--- src/rtl/ssi_top.sv ---
// Seven-segment indicator top: debounced hex entry into an 8-digit history,
// shown on a multiplexed common-anode display with unentered digits blanked.
module ssi_top #(
  parameter int DEBOUNCE_CYCLES = 8,
  parameter int REFRESH_DIV     = 16
) (
  input  logic       clk100mhz,
  input  logic       reset,
  input  logic       enter,
  input  logic [3:0] switches,
  output logic [7:0] anodes,
  output logic [7:0] cathodes
);

  localparam int CW = (DEBOUNCE_CYCLES > 1) ? $clog2(DEBOUNCE_CYCLES) : 1;
  localparam int DW = (REFRESH_DIV > 1) ? $clog2(REFRESH_DIV) : 1;
  localparam logic [CW-1:0] CNT_LAST = CW'(DEBOUNCE_CYCLES - 1);
  localparam logic [DW-1:0] DIV_LAST = DW'(REFRESH_DIV - 1);

  logic          s1_r;
  logic          s2_r;
  logic          clean_r;
  logic          clean_d_r;
  logic [CW-1:0] cnt_r;
  logic [31:0]   hist_r;
  logic [7:0]    valid_r;
  logic [DW-1:0] div_r;
  logic [2:0]    idx_r;
  logic          push_s;
  logic [3:0]    nib_s;
  logic [7:0]    an_s;
  logic [7:0]    cath_s;

  // Active-high gfedcba pattern for one hex digit.
  function automatic logic [6:0] seg7(input logic [3:0] n);
    case (n)
      4'h0:    seg7 = 7'h3F;
      4'h1:    seg7 = 7'h06;
      4'h2:    seg7 = 7'h5B;
      4'h3:    seg7 = 7'h4F;
      4'h4:    seg7 = 7'h66;
      4'h5:    seg7 = 7'h6D;
      4'h6:    seg7 = 7'h7D;
      4'h7:    seg7 = 7'h07;
      4'h8:    seg7 = 7'h7F;
      4'h9:    seg7 = 7'h6F;
      4'hA:    seg7 = 7'h77;
      4'hB:    seg7 = 7'h7C;
      4'hC:    seg7 = 7'h39;
      4'hD:    seg7 = 7'h5E;
      4'hE:    seg7 = 7'h79;
      4'hF:    seg7 = 7'h71;
      default: seg7 = 7'h00;
    endcase
  endfunction

  // Two-stage synchronizer for the raw push-button.
  always_ff @(posedge clk100mhz or posedge reset) begin
    if (reset) begin
      s1_r <= 1'b0;
      s2_r <= 1'b0;
    end else begin
      s1_r <= enter;
      s2_r <= s1_r;
    end
  end

  // Debouncer: any agreement with the current level restarts the count.
  always_ff @(posedge clk100mhz or posedge reset) begin
    if (reset) begin
      clean_r   <= 1'b0;
      clean_d_r <= 1'b0;
      cnt_r     <= {CW{1'b0}};
    end else begin
      clean_d_r <= clean_r;
      if (s2_r == clean_r) begin
        cnt_r <= {CW{1'b0}};
      end else if (cnt_r == CNT_LAST) begin
        clean_r <= s2_r;
        cnt_r   <= {CW{1'b0}};
      end else begin
        cnt_r <= cnt_r + CW'(1);
      end
    end
  end

  assign push_s = clean_r & ~clean_d_r;

  // History shift: newest nibble lands in digit 0.
  always_ff @(posedge clk100mhz or posedge reset) begin
    if (reset) begin
      hist_r  <= 32'h0000_0000;
      valid_r <= 8'h00;
    end else if (push_s) begin
      hist_r  <= {hist_r[27:0], switches};
      valid_r <= {valid_r[6:0], 1'b1};
    end else begin
      hist_r  <= hist_r;
      valid_r <= valid_r;
    end
  end

  // Scan divider and digit index.
  always_ff @(posedge clk100mhz or posedge reset) begin
    if (reset) begin
      div_r <= {DW{1'b0}};
      idx_r <= 3'd0;
    end else if (div_r == DIV_LAST) begin
      div_r <= {DW{1'b0}};
      idx_r <= idx_r + 3'd1;
    end else begin
      div_r <= div_r + DW'(1);
    end
  end

  // Anode select and segment decode for the digit being scanned.
  always_comb begin
    nib_s  = hist_r[{idx_r, 2'b00} +: 4];
    an_s   = ~(8'b0000_0001 << idx_r);
    cath_s = 8'hFF;
    if (valid_r[idx_r]) begin
      cath_s = {1'b1, ~seg7(nib_s)};
    end else begin
      cath_s = 8'hFF;
    end
  end

  // Anodes and cathodes share one register stage so they always match.
  always_ff @(posedge clk100mhz or posedge reset) begin
    if (reset) begin
      anodes   <= 8'hFF;
      cathodes <= 8'hFF;
    end else begin
      anodes   <= an_s;
      cathodes <= cath_s;
    end
  end

endmodule

--- config.mk ---
export PLATFORM = sky130hd
export DESIGN_NAME = ssi_top
export DESIGN_NICKNAME = d
export VERILOG_FILES = /design/src/rtl/ssi_top.sv
export SDC_FILE = /design/constraint.sdc
export NUM_CORES = 1
export LEC_CHECK = 0
export ABC_AREA = 1
export CORE_ASPECT_RATIO = 1.1
export CORE_MARGIN = 2
export CORE_UTILIZATION = 32
export CTS_CLUSTER_SIZE = 8
export DETAILED_ROUTE_END_ITERATION = 10
export PLACE_DENSITY = 0.59
export SKIP_CTS_REPAIR_TIMING = 1
export SYNTH_ARGS = -nofsm -noshare
export SYNTH_HDL_FRONTEND = slang
export SYNTH_SLANG_ARGS = --single-unit
--- constraint.sdc ---
create_clock -name clk100mhz -period 2.3 [get_ports clk100mhz]
set_input_delay 0.345 -clock clk100mhz [delete_from_list [all_inputs] [get_ports clk100mhz]]
set_output_delay 0.345 -clock clk100mhz [all_outputs]
set_load 0.01 [all_outputs]
==> results.yml, run 1 <==
worst_setup_path:
  r2r_end: "cathodes[3]"
  path_buf_inv: 2
  arrival_ns: 2.10
  cp_slowest_cell: "dfrtp_1"
  cp_cell_sequence: "buf_4 -> nand2_1 -> nand3_1 -> nand3_1 -> nand2_1 -> inv_1 -> ha_1 -> nand3_1 -> nand2_1 -> nand2_1 -> nand3_1"
  end_kind: "flip-flop"
  reg2reg_depth: 11
  rrSetupSlack_ns: 0.47
  path_delay_family: "simple AND/OR/NAND/NOR gates"
  cp_max_fo: 16
  max_stage_delay_ns: 0.43
  rr_startpoint: "idx_r[0]"
  start_kind: "flip-flop"
  crit_type: "reg -> reg"
  crit_required_ns: 2.57
  worstSetupPathDepth: 11
drt:
  route.vias.total: 2360
  drt-vias-per-instance: 4.54
  drc_errors: 0
  dr.pass1.iters: 4
  wl_per_cell_um: 11.2
  antenna_left: 0
  initialDrtViolationCount: 115
  wl_mm: 5.81
floorplanning:
  core_mm2: 0.00998
  io_pins: 23
  die_x_um: 101
  die_area_mm2: 0.0112
  fp-row-count: 38
  start_util_pct: 33.1
  die_h_um: 111
finish:
  drive_above_1_share_pct: 15.0
  area_delta_synth_final_pct: 15.2
  stdcell_count: 520
  layout.cells.most_common: "nand2_1"
  final_cell_mix: "99 x nand2_1, 54 x dfrtp_1, 43 x inv_1"
  nNetsFinal: 417
  antenna_cells: 0
  fin_area_mm2: 0.00381
sta:
  setup_ws_ns: 0.468
  rsz0062_at_grt: "no"
  hold_viol_final: 0
  finalCritPeriodShare_pct: 79.7
  slew_viol_final: 0
  clock.fmax_mhz: 546
  setup_viol: 0
  fin_crit_ns: 1.83
  setup_tns_ns: 0
  fin_skew_ns: 0.00328
placement:
  dp_hpwl_mm: 4.00
  io_buffers: 21
  dp_slack_ns: 0.491
  dp_cells: 504
  post_dp_cell_area_mm2: 0.00362
  gp_congestion: 0.724
clocking:
  root_buffer: "clkbuf_8"
  cts_buffers: 9
  clkTransAtPathRegs_ns: 0.07
  cts.sinks: 69
  cts_tree: "done"
  clock_path_buffers: 2
  htreeDepth: 3
  clkLatencyLatePin_ns: 0.34
grt:
  use_met2_pct: 18.7
  grt_pass1_vias: 2315
  track_usage_pct: 11.5
  top_usage_layer: "met2"
  antenna_found_initial: 0
  met3_usage_pct: 3.91
  grt_use_met1_pct: 14.1
  grt-ovfl-total: 0
  grt_pass1_wl_mm: 10.3
  grt_max_degree: 70
status:
  outcome: "completed"
yosys:
  netlist_instances: 372
  ys_seq_area_share_pct: 52.7
  synth_cell_types: 31
  synth_ff_type: "dfrtp_1"
  synth-async-reset-ratio_pct: 100
  yosysTopAreaCellShare_pct: 40.8
  yosysWarnings: 0
  ys_ff_latch: 69
  synth.area.top_cells: "dfrtp_1 41%, dfstp_2 12%, nand2_1 11%, ha_1 5.7%, nand3_1 5.3%"
  synth_edf_count: 0
  synthesis.area_mm2: 0.00331
  synthesis.nets: 394
  avgSynthCellArea_um2: 8.90
  synth_area_leader_cell: "dfrtp_1"
run:
  drv_cap: 0
power:
  leakagePower_uw: 0.00185
  powerDensity_mw_per_mm2: 1040
  finalPower_uw: 3970
  ir_drop_mv: 0.327
min_path:
  min_path_type: "reg -> reg"
  hold_depth: 0
  hold_path_startpoint: "s1_r"
  worstHoldEndpoint: "s2_r"
-- where the power goes --
group	total, uW	internal, uW	switching, uW
clock network	967	528	439
logic	1240	496	745
registers	1760	1600	156
-- synth_stat cells, drive strengths merged (2+ instances only) --
master and n:
nand2 106, dfrtp 54, inv 47, nand3 39, o21ai 34, nor2 18
a21oi 15, dfstp 15, ha 15, buf 13, clkbuf 5, mux2 2
o211ai 2
-- cells by family after synthesis --
family	share of synthesized area, %
compound gates	8.17
xor+xnor	0.529
fa+ha+maj	5.67
buf+inv	10.1
flops	52.7
mux	0.680
other cells	0.113
simple gates	22.0
-- how the worst max path moves through the flow --
stage	startpoint	to	slack [ns]
detailed placement	idx_r[0]	cathodes[3]	0.49
global placement	idx_r[0]	cathodes[3]	0.56
CTS	idx_r[0]	cathodes[3]	0.48
finish	idx_r[0]	cathodes[3]	0.47
floorplan	reset	clean_d_r	0.24
global route	idx_r[0]	cathodes[3]	0.28
-- stage by stage --
step | hold WS (ns) | utilization, %
finish | 0.350 | 38.2
global route | 0.364 | 38.2
CTS | 0.352 | 38.2
detailed placement | 0.336 | 36.2
global placement | 0.334 | 36.2
floorplan | 0.331 | -
-- state kept, by name, summed over array words and instances (netlist names) --
signal and flops:
hist_r 32, anodes 8, valid_r 8, cathodes 7, div_r 4, cnt_r 3, idx_r 3, clean_d_r 1
clean_r 1, s1_r 1, s2_r 1
-- per-layer routing --
layer	up-vias	wire length [um]
met3	8	270
met2	40	2770
met1	1106	2670
li1	1206	-
met5	-	0
met4	0	93
-- final cells by class --
| cell class | instances | area [um^2] |
|---|---|---|
| Clock buffer | 12 | 145 |
| Sequential cell | 69 | 1750 |
| Clock inverter | 4 | 47.5 |
| Fill cell | 1003 | 6170 |
| Inverter | 48 | 189 |
| Multi-Input combinational cell | 237 | 1230 |
| Timing Repair Buffer | 30 | 303 |
| Tap cell | 120 | 150 |
-- worst reg2reg max path: stages, from the launching register on --
cell	delay [ns]
dfrtp_1	0.43
buf_4	0.25
nand2_1	0.09
nand3_1	0.08
nand3_1	0.07
nand2_1	0.18
inv_1	0.11
ha_1	0.20
nand3_1	0.13
nand2_1	0.08
nand2_1	0.06
nand3_1	0.06
(Power assumes the default switching activity.)
==> run 2: changes to the inputs <==
==> constraint.sdc (replaced) <==
create_clock -name clk100mhz -period 1.7 [get_ports clk100mhz]
set_input_delay 0.255 -clock clk100mhz [delete_from_list [all_inputs] [get_ports clk100mhz]]
set_output_delay 0.255 -clock clk100mhz [all_outputs]
set_load 0.01 [all_outputs]
==> run 2 against run 1 <==
Compared with the run above:
- the flow now finishes with violations (setup timing)
- via count increased by 6.5%
- worst setup slack lost 0.52 ns
- first-iteration DRC count is 68% higher
- sequential power rose by 36%
- sequential share of layout area is 5.3 points lower
- largest cell class unchanged
- routed wire length rose by 15%
- critical path depth unchanged
- critical endpoint is now cathodes[0]
- clock skew rose by 0.0013 ns
- utilization grew 5.1 points
- final area grew 13%
==> results.yml, run 2 (synthesized netlist as in run 1, its figures left out) <==
sta:
  slew_viol_final: 0
  setup_tns_ns: -0.140
  rsz0062_at_grt: "yes"
  clock.fmax_mhz: 571
  hold_viol_final: 0
  setup_viol: 5
  fin_skew_ns: 0.00462
  finalCritPeriodShare_pct: 103
  fin_crit_ns: 1.75
  setup_ws_ns: -0.0524
drt:
  wl_per_cell_um: 12.3
  initialDrtViolationCount: 193
  route.vias.total: 2514
  drc_errors: 0
  wl_mm: 6.69
  drt-vias-per-instance: 4.61
  antenna_left: 0
  dr.pass1.iters: 5
placement:
  dp_slack_ns: 0.0141
  dp_hpwl_mm: 4.40
  gp_congestion: 0.803
  io_buffers: 21
finish:
  nFillCells: 929
  area_delta_synth_final_pct: 30.5
  layout.cells.most_common: "nand2_1"
  drive_above_1_share_pct: 28.5
  largestRegisters: "hist_r x32, anodes x8, valid_r x8"
  largest_reg_flops: 32
  nNetsFinal: 442
  top_register: "hist_r"
  antenna_cells: 0
  final_cell_mix: "87 x nand2_1, 53 x dfrtp_1, 41 x inv_1"
clocking:
  clkLatencyLatePin_ns: 0.34
  clock_path_buffers: 2
  cts_buffers: 9
  htreeDepth: 3
  root_buffer: "clkbuf_8"
  cts_tree: "done"
  clkTransAtPathRegs_ns: 0.07
  cts.sinks: 69
worst_setup_path:
  end_kind: "flip-flop"
  crit_type: "reg -> reg"
  start_kind: "flip-flop"
  arrival_ns: 2.02
  crit_required_ns: 1.97
  cp_max_fo: 6
power:
  ir_drop_mv: 0.533
  powerDensity_mw_per_mm2: 1340
  leakagePower_uw: 0.00201
floorplanning:
  core_mm2: 0.00998
  die_x_um: 101
  start_util_pct: 33.1
  fp-row-count: 38
  die_h_um: 111
  io_pins: 23
  die_area_mm2: 0.0112
run:
  drv_cap: 0
status:
  violations: "setup timing"
  outcome: "finished with violations"
grt:
  grt-ovfl-total: 0
  grt_max_degree: 54
  track_usage_pct: 12.4
  antenna_found_initial: 0
  grt_pass1_wl_mm: 11.0
  grt_pass1_vias: 2380
min_path:
  min_path_type: "in -> async"
==> run 2: layout make-up <==
type,count,area (um^2),share of cell area [%]
Clock buffer,13,159,3.68
Inverter,48,206,4.78
Timing Repair Buffer,54,544,12.6
Clock inverter,3,43.8,1.01
Sequential cell,69,1750,40.5
Tap cell,120,150,3.48
Multi-Input combinational cell,238,1470,34.0
==> run 2: layer usage <==
metal  routed length [um]  GRT usage (%)  up-vias  share of wire, %
met5                    0              0        -                 0
met4                  167           4.86        0               2.5
met3                  198           3.78       16               3.0
met2                 3310           19.3       45                49
met1                 3020           16.0     1193                45
li1                     -              -     1260                 -
==> run 2: worst paths after layout <==
kind                       startpoint     endpoint  slack [ns]  depth (start not counted)
max in group asynchronous       reset  cathodes[1]        0.89                          3
setup reg to reg             idx_r[0]  cathodes[0]       -0.05                         11
hold reg to reg                  s1_r         s2_r        0.36                          0
min in group clk100mhz          enter         s1_r        0.35                          1
hold / removal                  reset     div_r[3]        0.28                          2
setup / recovery             idx_r[0]  cathodes[0]       -0.05                         11
==> run 2: through the flow <==
step | instances | total power, uW | hold WS, ns | area [um^2] | utilization (%)
4_1_cts | 529 | 5580 | 0.282 | 3940 | 39.5
6_report | 545 | 5770 | 0.282 | 4320 | 43.2
2_1_floorplan | 372 | 3710 | 0.286 | 3340 | -
3_5_place_dp | 513 | 4200 | 0.351 | 3740 | 37.4
5_1_grt | 545 | 6250 | 0.317 | 4320 | 43.2
3_3_place_gp | 513 | 4150 | 0.344 | 3740 | 37.4
==> run 2: power breakdown <==
part           switching, uW  leakage, uW  internal [uW]
Clock                    595     0.000104            759
Sequential               224     0.000842           2170
Combinational           1190      0.00107            830
Total                   2010      0.00201           3760
==> run 2: critical path: stages, from the launching register on <==
cell and delay (ns):
dfrtp_2 0.44, buf_6 0.13, clkbuf_16 0.14, o211ai_4 0.20
nand2_2 0.07, nand2_2 0.08, nand2_4 0.08, ha_4 0.16
inv_2 0.08, nand3_2 0.11, nand3_2 0.10, nand3_1 0.07
==> run 3: changes to the inputs <==
--- a/config.mk
+++ b/config.mk
@@ -5,7 +5,7 @@
 export SDC_FILE = /design/constraint.sdc
 export NUM_CORES = 1
 export LEC_CHECK = 0
-export ABC_AREA = 1
+export ABC_AREA = 0
 export CORE_ASPECT_RATIO = 1.1
 export CORE_MARGIN = 2
 export CORE_UTILIZATION = 32
==> constraint.sdc (replaced) <==
create_clock -name clk100mhz -period 2.2 [get_ports clk100mhz]
set_input_delay 0.33 -clock clk100mhz [delete_from_list [all_inputs] [get_ports clk100mhz]]
set_output_delay 0.33 -clock clk100mhz [all_outputs]
set_load 0.01 [all_outputs]
==> run 3 against run 2 <==
Compared with the run above:
- the run now ends clean
- clock power decreased by 7%
- critical path depth shrank 5
- final area decreased by 12%
- critical path type unchanged
- critical endpoint is now cathodes[3]
- largest cell class unchanged
==> results.yml, run 3 <==
worst_setup_path:
  crit_type: "reg -> reg"
  arrival_ns: 2.24
  start_kind: "flip-flop"
  rr_startpoint: "idx_r[1]"
  end_kind: "flip-flop"
  reg2reg_depth: 6
  cp_slowest_cell: "mux4_1"
  cp_common_cell: "nand2_1"
  crit_required_ns: 2.46
  path_delay_family: "multiplexers"
  r2r_end: "cathodes[3]"
  cp_max_fo: 6
  rrSetupSlack_ns: 0.22
  max_stage_delay_ns: 0.56
  cp_cell_sequence: "mux4_1 -> nand2_1 -> nand2_1 -> ha_1 -> a2111oi_2 -> a31oi_1"
  path_buf_inv: 0
yosys:
  synth_common_cells: "54 x dfrtp_1, 42 x mux2_2, 16 x nand2_1, 15 x dfstp_2, 15 x ha_1"
  synth-async-reset-ratio_pct: 100
  yosysTopAreaCellShare_pct: 42.7
  synth.area.top_cells: "dfrtp_1 43%, mux2_2 15%, dfstp_2 12%, ha_1 5.9%, mux4_2 3.6%"
  synth_ff_type: "dfrtp_1"
  synth_area_leader_cell: "dfrtp_1"
  yosysWarnings: 0
  synth_edf_count: 0
  synthesis.area_mm2: 0.00317
  synth_most_common_cell: "dfrtp_1"
  synthesis.nets: 242
  ys_seq_area_share_pct: 55.1
  netlist_instances: 220
  ys_ff_latch: 69
  avgSynthCellArea_um2: 14.4
  synth_cell_types: 40
finish:
  nFillCells: 913
  final_cell_mix: "53 x dfrtp_1, 42 x mux2_2, 21 x clkdlybuf4s50_1"
  layout.cells.most_common: "dfrtp_1"
  largestRegisters: "hist_r x32, anodes x8, valid_r x8"
  drive_above_1_share_pct: 39.5
  area_delta_synth_final_pct: 20.1
  top_register: "hist_r"
  largest_reg_flops: 32
  nNetsFinal: 273
  antenna_cells: 0
sta:
  slew_viol_final: 0
  setup_viol: 0
  fin_crit_ns: 1.98
  fin_skew_ns: 0.00884
  rsz0062_at_grt: "no"
  hold_viol_final: 0
  worst_slew_pin_slew_ns: 0.553
  finalCritPeriodShare_pct: 90.0
  setup_ws_ns: 0.220
  max_slew_margin_pct: 63.1
  clock.fmax_mhz: 505
  setup_tns_ns: 0
  hold_slack_ns: 0.351
drt:
  route.vias.total: 1769
  wl_mm: 4.89
  drc_errors: 0
  antenna_left: 0
  drt-vias-per-instance: 4.70
  dr.pass1.iters: 4
  wl_per_cell_um: 13.0
  initialDrtViolationCount: 39
grt:
  antenna_found_initial: 0
  grt_max_degree: 33
  track_usage_pct: 9.89
  grt_pass1_vias: 1786
  grt_pass1_wl_mm: 8.31
  grt-ovfl-total: 0
clocking:
  root_buffer: "clkbuf_8"
  cts_tree: "done"
  cts.sinks: 69
  clkLatencyLatePin_ns: 0.34
  clkTransAtPathRegs_ns: 0.07
  cts_buffers: 9
  htreeDepth: 3
  clock_path_buffers: 2
placement:
  dp_hpwl_mm: 3.48
  io_buffers: 21
  gp_congestion: 0.724
  dp_slack_ns: 0.107
power:
  powerDensity_mw_per_mm2: 1140
  leakagePower_uw: 0.00174
  ir_drop_mv: 0.421
  finalPower_uw: 4340
floorplanning:
  die_area_mm2: 0.0107
  io_pins: 23
  start_util_pct: 32.5
  fp-row-count: 38
  die_x_um: 98.9
  die_h_um: 108
  core_mm2: 0.00975
min_path:
  min_path_type: "reg -> reg"
  worstHoldEndpoint: "s2_r"
  hold_depth: 0
  hold_path_startpoint: "s1_r"
status:
  outcome: "completed"
run:
  drv_cap: 0
-- run 3: cell types whose count changed in the layout (fill, tap and decap cells not counted), sizes merged, moves of 4 or more --
| cell | delta |
|---|---|
| nand2 | -91 |
| nand3 | -36 |
| mux2i | +8 |
| clkbuf | -4 |
| buf | -22 |
| nor2 | -17 |
| mux4 | +8 |
| inv | -35 |
| o21ai | -29 |
| o221ai | +4 |
| a21oi | -12 |
| mux2 | +41 |
-- run 3: per-layer routing --
metal / vias up / track usage [%] / wire length [um]
met5: - / 0 / 0
met4: 0 / 4.89 / 84
met3: 9 / 3.17 / 140
met2: 29 / 15.9 / 2340
met1: 887 / 12.0 / 2320
li1: 844 / - / -
-- run 3: layout make-up --
class                           instances  area, um^2  share of cell area (%)
Sequential cell                        69        1750                    45.9
Multi-Input combinational cell        129        1300                    34.3
Timing Repair Buffer                   31         310                    8.16
Tap cell                              120         150                    3.95
Clock buffer                           10         138                    3.62
Clock inverter                          6         110                    2.89
Inverter                               11        45.0                    1.18
-- run 3: how the worst max path moves through the flow --
stage,start,to,slack (ns),depth (start not counted)
floorplan,reset,clean_d_r,0.15,1
global placement,idx_r[1],cathodes[3],0.17,9
detailed placement,idx_r[1],cathodes[3],0.11,8
CTS,idx_r[1],cathodes[3],0.1,8
global route,idx_r[2],cathodes[3],0.03,8
finish,idx_r[1],cathodes[3],0.22,6
-- run 3: kinds of logic (layout without fill, tap and decap cells) --
| family | count (synthesis) | after routing | synth area share, % |
|---|---|---|---|
| mux | 59 | 59 | 24.4 |
| simple gates | 31 | 31 | 4.86 |
| flops | 69 | 69 | 55.1 |
| xor+xnor | 3 | 3 | 0.830 |
| fa+ha+maj | 15 | 15 | 5.92 |
| buf+inv | 22 | 58 | 3.83 |
| compound gates | 20 | 20 | 4.98 |
| other cells | 1 | 1 | 0.118 |
-- run 3: worst reg2reg max path, stage by stage, from the launching register on --
cell and delay [ns]:
dfrtp_2 0.45, mux4_1 0.56, nand2_1 0.08, nand2_1 0.14
ha_1 0.31, a2111oi_2 0.31, a31oi_1 0.07
-- run 3: stage by stage --
stage	area (um^2)	utilization, %	instances
after floorplan	3170	-	220
after global placement	3550	36.4	360
after detailed placement	3550	36.4	360
after CTS	3800	39.0	376
after global routing	3800	39.0	376
final	3800	39.0	376
-- run 3: where the power goes --
part / total [uW] / switching (uW) / internal (uW)
logic: 1270 / 544 / 722
clock network: 1260 / 481 / 782
registers: 1810 / 196 / 1610
total: 4340 / 1220 / 3120
